**src/rtl/chan_mux_reorder_pkg.sv**
```systemverilog
// Shared types and the width-generic beat reorder helper for chan_mux_reorder.
package chan_mux_reorder_pkg;

    localparam int unsigned MAX_W = 512;

    typedef enum logic [1:0] {RO_NONE, RO_BIT, RO_NIB, RO_BYTE} reorder_mode_e;
    typedef enum logic [1:0] {S_EMPTY, S_BUSY, S_FULL} skid_state_e;

    // Operates on a zero-extended MAX_W vector: reverse the whole vector, then shift
    // right so the w live bits land back at the bottom (w is a multiple of 8).
    function automatic logic [MAX_W-1:0] reorder(input logic [MAX_W-1:0] d,
                                                 input reorder_mode_e     mode,
                                                 input int unsigned       w);
        logic [MAX_W-1:0] r;
        r = d;
        case (mode)
            RO_BIT:  r = {<<{d}};
            RO_NIB:  r = {<<4{d}};
            RO_BYTE: r = {<<8{d}};
            default: r = d;
        endcase
        if (mode != RO_NONE) begin
            r = r >> (MAX_W - w);
        end
        return r;
    endfunction

endpackage

```
**src/rtl/chan_mux_reorder_skid_buf.sv**
```systemverilog
// Two-entry skid buffer: valid/ready on both sides, input ready driven from state only.
module chan_mux_reorder_skid_buf
    import chan_mux_reorder_pkg::*;
#(
    parameter int unsigned W = 18
) (
    input  logic         clk,
    input  logic         rst_n,
    input  logic         in_valid_i,
    input  logic [W-1:0] in_data_i,
    output logic         in_ready_o,
    output logic         out_valid_o,
    output logic [W-1:0] out_data_o,
    input  logic         out_ready_i
);

    skid_state_e  state_q, state_d;
    logic [W-1:0] out_q, out_d;
    logic [W-1:0] skid_q, skid_d;
    logic         accept;
    logic         fire;

    assign in_ready_o  = (state_q != S_FULL);
    assign out_valid_o = (state_q != S_EMPTY);
    assign out_data_o  = out_q;
    assign accept      = in_valid_i && in_ready_o;
    assign fire        = out_valid_o && out_ready_i;

    always_comb begin
        state_d = state_q;
        out_d   = out_q;
        skid_d  = skid_q;
        case (state_q)
            S_EMPTY: begin
                if (accept) begin
                    out_d   = in_data_i;
                    state_d = S_BUSY;
                end
            end
            S_BUSY: begin
                if (accept && fire) begin
                    out_d = in_data_i;
                end else if (accept) begin
                    skid_d  = in_data_i;
                    state_d = S_FULL;
                end else if (fire) begin
                    state_d = S_EMPTY;
                end
            end
            S_FULL: begin
                if (fire) begin
                    out_d   = skid_q;
                    state_d = S_BUSY;
                end
            end
            default: state_d = S_EMPTY;
        endcase
    end

    always_ff @(posedge clk or negedge rst_n) begin
        if (!rst_n) begin
            state_q <= S_EMPTY;
            out_q   <= '0;
            skid_q  <= '0;
        end else begin
            state_q <= state_d;
            out_q   <= out_d;
            skid_q  <= skid_d;
        end
    end

endmodule

```
**src/rtl/chan_mux_reorder.sv**
```systemverilog
// N-channel valid/ready mux with fixed or round-robin grant, per-beat reorder,
// skid-buffered output and a wrapping transfer counter.
module chan_mux_reorder
    import chan_mux_reorder_pkg::*;
#(
    parameter int unsigned WIDTH  = 16,
    parameter int unsigned NUM_CH = 4,
    parameter int unsigned CNT_W  = 8
) (
    input  logic                       clk,
    input  logic                       rst_n,
    input  logic [NUM_CH-1:0]          in_valid,
    input  logic [WIDTH-1:0]           in_data [NUM_CH],
    output logic [NUM_CH-1:0]          in_ready,
    input  logic [$clog2(NUM_CH)-1:0]  sel,
    input  logic                       arb_rr,
    input  reorder_mode_e              mode,
    output logic                       out_valid,
    output logic [WIDTH-1:0]           out_data,
    output logic [$clog2(NUM_CH)-1:0]  out_ch,
    input  logic                       out_ready,
    output logic [CNT_W-1:0]           xfer_cnt
);

    localparam int unsigned CH_W = $clog2(NUM_CH);

    if ((WIDTH % 8) != 0 || WIDTH > MAX_W) begin : g_width_chk
        $error("chan_mux_reorder: WIDTH must be a multiple of 8 and <= MAX_W");
    end
    if (NUM_CH < 2) begin : g_num_ch_chk
        $error("chan_mux_reorder: NUM_CH must be >= 2");
    end

    logic [CH_W-1:0]       grant;
    logic                  grant_vld;
    int unsigned           idx;
    logic [CH_W-1:0]       rr_ptr_q, rr_ptr_d;
    logic [CNT_W-1:0]      xfer_cnt_q, xfer_cnt_d;
    logic [WIDTH-1:0]      sel_data;
    logic [MAX_W-1:0]      sel_wide;
    logic [WIDTH-1:0]      ro_data;
    logic                  skid_in_valid;
    logic                  skid_in_ready;
    logic                  accept;
    logic                  fire;
    logic [WIDTH+CH_W-1:0] skid_out;

    // grant_vld also covers sel values beyond NUM_CH-1 when NUM_CH is not a power of 2
    always_comb begin
        grant     = '0;
        grant_vld = 1'b0;
        idx       = 0;
        if (!arb_rr) begin
            grant     = sel;
            grant_vld = (32'(sel) < NUM_CH);
        end else begin
            for (int unsigned i = 1; i <= NUM_CH; i++) begin
                idx = (32'(rr_ptr_q) + i) % NUM_CH;
                if (!grant_vld && in_valid[CH_W'(idx)]) begin
                    grant     = CH_W'(idx);
                    grant_vld = 1'b1;
                end
            end
        end
    end

    always_comb begin
        sel_data      = '0;
        skid_in_valid = 1'b0;
        in_ready      = '0;
        if (grant_vld) begin
            sel_data      = in_data[grant];
            skid_in_valid = in_valid[grant];
            in_ready[grant] = skid_in_ready && rst_n;
        end
        sel_wide = '0;
        sel_wide[WIDTH-1:0] = sel_data;
        ro_data  = WIDTH'(reorder(sel_wide, mode, WIDTH));
    end

    assign accept = skid_in_valid && skid_in_ready;
    assign fire   = out_valid && out_ready;

    always_comb begin
        rr_ptr_d   = accept ? grant : rr_ptr_q;
        xfer_cnt_d = fire ? xfer_cnt_q + 1'b1 : xfer_cnt_q;
    end

    always_ff @(posedge clk or negedge rst_n) begin
        if (!rst_n) begin
            rr_ptr_q   <= '0;
            xfer_cnt_q <= '0;
        end else begin
            rr_ptr_q   <= rr_ptr_d;
            xfer_cnt_q <= xfer_cnt_d;
        end
    end

    chan_mux_reorder_skid_buf #(
        .W (WIDTH + CH_W)
    ) u_skid_buf (
        .clk         (clk),
        .rst_n       (rst_n),
        .in_valid_i  (skid_in_valid),
        .in_data_i   ({grant, ro_data}),
        .in_ready_o  (skid_in_ready),
        .out_valid_o (out_valid),
        .out_data_o  (skid_out),
        .out_ready_i (out_ready)
    );

    assign out_ch   = skid_out[WIDTH+CH_W-1:WIDTH];
    assign out_data = skid_out[WIDTH-1:0];
    assign xfer_cnt = xfer_cnt_q;

endmodule

```
**config.mk**
```make
export PLATFORM = sky130hd
export DESIGN_NAME = chan_mux_reorder
export DESIGN_NICKNAME = d
export VERILOG_FILES = /design/src/rtl/chan_mux_reorder_pkg.sv /design/src/rtl/chan_mux_reorder_skid_buf.sv /design/src/rtl/chan_mux_reorder.sv
export SDC_FILE = /design/constraint.sdc
export NUM_CORES = 1
export LEC_CHECK = 0
export BUFFER_PORTS_ARGS = -buffer_cell sky130_fd_sc_hd__buf_2
export CAP_MARGIN = 20
export CORE_MARGIN = 2
export CORE_UTILIZATION = 52
export CTS_CLUSTER_SIZE = 20
export DETAILED_ROUTE_END_ITERATION = 12
export PLACE_DENSITY = 0.82
export SYNTH_ARGS = -nofsm -noshare
export SYNTH_HDL_FRONTEND = slang
export SYNTH_HIERARCHICAL = 1
export SYNTH_SLANG_ARGS = --single-unit
```
**constraint.sdc**
```tcl
create_clock -name clk -period 3.15 [get_ports clk]
set_input_delay 0.1575 -clock clk [delete_from_list [all_inputs] [get_ports clk]]
set_output_delay 0.1575 -clock clk [all_outputs]
set_load 0.01 [all_outputs]
```
==> summary by stage <==
Yosys
The number of synthesized flops with an enable pin is 0. Synthesis produced a netlist with a net count of 389. The synthesized design devotes to its leading area cell type 36.3% of total area. The synthesis-stage register bit count is 48. The share of the yosys chip area belonging to registers is 36.3%. By instance count, the leading cell after synthesis is dfrtp_1.

After synthesis, the largest family of logic cells by area is multiplexers. Summing the areas of all fa, ha and maj instances in the mapped netlist gives 0.378% of the synthesized area. Sorting the synthesized cells by how often they occur yields dfrtp_1, mux2i_1, o22ai_1, mux2_2, nor2_1. After synthesis, the share of flip-flops with an asynchronous set or reset is 100%. The library cell occupying the most area in the post-synthesis netlist is dfrtp_1. Summing every instance area after synthesis gives 0.00331 mm². The dominant register cell in the synthesized netlist is dfrtp_1. The cell count after synthesis came out at 312. The portion of netlist area occupied by mux cells is 31.7%.

The average cell area after synthesis is 10.6 µm². The number of synthesis warnings is 6. The number of distinct library cells after synthesis is 48.

By area the synthesized netlist is led by dfrtp_1, mux2i_1, mux2_2, mux2_4, o22ai_1. Summing the areas of all compound-gate instances in the mapped netlist gives 13.4% of the synthesized area. After Yosys synthesis, XOR and XNOR cells account for 1.85% of the synthesized area. The simple-gate area share of the yosys netlist is 11.2%.

STA
The final number of hold-violating endpoints was 2. Setup violations remaining at the end of the flow were counted as 0. Setup repair after global routing left no endpoint under its margin. At the pin with the least slew margin, the transition time is 0.672 ns.

The worst slew slack as a fraction of its limit is 55.2%. The clock period minus worst slack is 2.99 ns. The total negative setup slack is 0 ns. Hold timing on the final database bottoms out at a slack of -0.00365 ns.

The maximum achievable frequency is 0.334 GHz. The number of max-slew violations in the final report came to 0. The ratio of final minimum period to clock period is 95.0%. On the final layout, the worst clock skew is 0.00649 ns.

Clock network
The register clock-pin slew on the reported worst setup and hold paths is 0.09 ns. The number of gates resized after cts is 0. The TritonCTS clock tree is built. The number of setup buffers added after CTS is 0. The source-to-sink clock delay at the later pin of the worst-skew pair is 0.30 ns. Hold repair after CTS inserted 0 buffers. The number of sinks handled by clock tree synthesis is 48.

The H-tree level count is 2. The buffer levels on the longest clock path is 2. Counting the buffers created by CTS gives 5. The tree is rooted in a clkbuf_8.

Setup path
The register-to-register setup slack is 0.16 ns. Measured in cells, the most critical reg-to-reg path has a length of 10. The most critical setup path has its startpoint at rr_ptr_q[1].

The kind of critical path is flop to flop. Of all nets on the critical path, the largest fanout is 28. The startpoint of the lowest-slack register-to-register path is rr_ptr_q[1]. STA puts the critical path data arrival time at 3.19 ns.

The endpoint required time on the critical path is 3.35 ns. The endpoint identified for the worst register-to-register timing path is u_skid_buf/out_data_o[5]. The worst setup path is launched from a flop. The endpoint kind of the worst setup timing path is a flop.

Run
The number of max-cap violations is 0.

Place
The final RePlAce weighted congestion is 0.938. The HPWL reported at the end of detailed placement is 6610 µm. The quantity of I/O buffers inserted on ports is 106.

Floorplan
The floorplan has 29 rows. From left edge to right edge, the die measures 83.8 µm. The number of top-level design ports is 107. In this run the standard cell core region covers 0.00624 mm². The die covers 0.00703 mm². The starting utilization of the core area is 53.1%.

The die is 83.8 µm tall.

Final layout
The utilization after layout is 63.7%. 0 antenna diodes ended up in the layout. Compared with the post-synthesis result, the final layout area differs by 20.1%. The fill cell instance count of the final layout is 512. The final layout contains 493 nets. The proportion of layout cells with a drive suffix above 1 is 43.2%.

Drt
The highest layer touched by signal routing is met4. The met2 wirelength from detailed routing is 4260 µm. Dividing the detail-routed wire length by the instance count gives 17.4 µm. The number of vias per cell is 5.95. The antenna violation net count after detailed routing is 0.

The sum of routed wire length over all layers is 8600 µm. The via count is 2941. The first-pass detailed-route iteration total is 5. The first-iteration detailed-routing DRC count is 243.

The met1 wire length is 3560 µm. The sum of met3 wire segment lengths after detailed routing is 669 µm. In the routed design, unresolved DRC markers number 0.

GRT
The number of global-route vias before repair is 2792. The overall global routing resource usage is 24.4%. Entering global routing, the biggest net connects 49 pins. The sum of overflow across all layers after global routing is 0. The global-route wire length before repair is 13700 µm.

The number of antenna violations at the first check in global routing is 0.

Outcome
The checks that failed: hold timing. The run finished, with violations left.

Pwr
The total power density per cell area is 817 mW/mm². In this run the static leakage power is 0.00194 µW. The worst-case IR drop observed on VDD is 0.524 mV.

Min path
The path class of the lowest-slack min-delay path is input pin to asynchronous set/reset pin.
-- critical path, stage by stage (launching register included) --
cell     delay [ns]
dfrtp_1        0.43
nand2_1        0.09
or2_0          0.25
a32oi_4        0.20
buf_4          0.44
mux2i_1        0.40
o22ai_1        0.18
nor3_1         0.25
a21oi_1        0.10
mux2_4         0.30
mux2_4         0.25
-- report_power, final --
| part | internal (µW) | switching, µW | total [µW] |
|---|---|---|---|
| clock | 235 | 211 | 446 |
| combinational | 871 | 803 | 1670 |
| sequential | 919 | 212 | 1130 |
-- cell type report --
cell class / count / area, µm² / area share, %
inverters: 7 / 26.3 / 0.661
well taps: 77 / 96.3 / 2.42
clock buffers: 5 / 68.8 / 1.73
clock inverters: 3 / 42.5 / 1.07
repair buffers: 113 / 583 / 14.7
flip-flops and latches: 48 / 1200 / 30.2
multi-input cells: 241 / 1960 / 49.3
-- cell usage in the layout, fill, tap and decap left out, types with 2 or more instances in the layout --
cell,count
o211ai_1,2
clkbuf_8,5
nand2b_1,2
a31oi_1,2
xnor2_1,5
o21ai_0,2
nand4_1,2
buf_4,7
mux2_4,19
a21oi_1,19
mux2_2,28
o21ai_2,2
mux2_1,8
mux2i_1,36
inv_1,6
dfrtp_1,48
nand3_1,4
nor2_1,26
nand2_1,12
xor2_1,2
o22ai_1,33
buf_2,106
nor3_1,16
-- state kept, by name, summed over array words and instances (netlist names) --
name                   count
u_skid_buf/state_q         2
xfer_cnt                   8
u_skid_buf/out_data_o     18
u_skid_buf/skid_q         18
rr_ptr_q                   2
-- per-layer routing --
metal  up-vias  GRT usage (%)
li1       1377              -
met1      1397           30.9
met2       158           43.1
met3         9           5.04
met4         0           5.72
met5         -              0
-- worst max path at each step --
stage | depth (start not counted) | slack, ns | to
floorplan | 11 | 0.56 | u_skid_buf/skid_q[8]
global route | 10 | 0.08 | u_skid_buf/out_data_o[15]
global placement | 10 | 0.35 | u_skid_buf/out_data_o[12]
finish | 10 | 0.16 | u_skid_buf/out_data_o[5]
detailed placement | 10 | 0.26 | u_skid_buf/out_data_o[12]
CTS | 10 | 0.25 | u_skid_buf/out_data_o[12]
-- per-stage QoR --
step                      instance area [µm²]  hold slack, ns  setup WS (ns)  instances  total power (µW)
after floorplan                          3310          -0.138          0.562        312              2360
after global placement                   3870           0.360          0.355        486              2740
after detailed placement                 3870           0.362          0.255        486              2810
after CTS                                3980          0.0331          0.250        494              3260
after global routing                     3980          0.0556         0.0814        494              3450
final                                    3980        -0.00365          0.156        494              3250
-- logic make-up after synthesis --
kind of cell    Yosys count
compound gates           68
xor+xnor                  7
fa+ha+maj                 1
buf+inv                  23
flops                    48
mux                      91
simple gates             74
No activity file was read; power rests on OpenSTA's default activity.
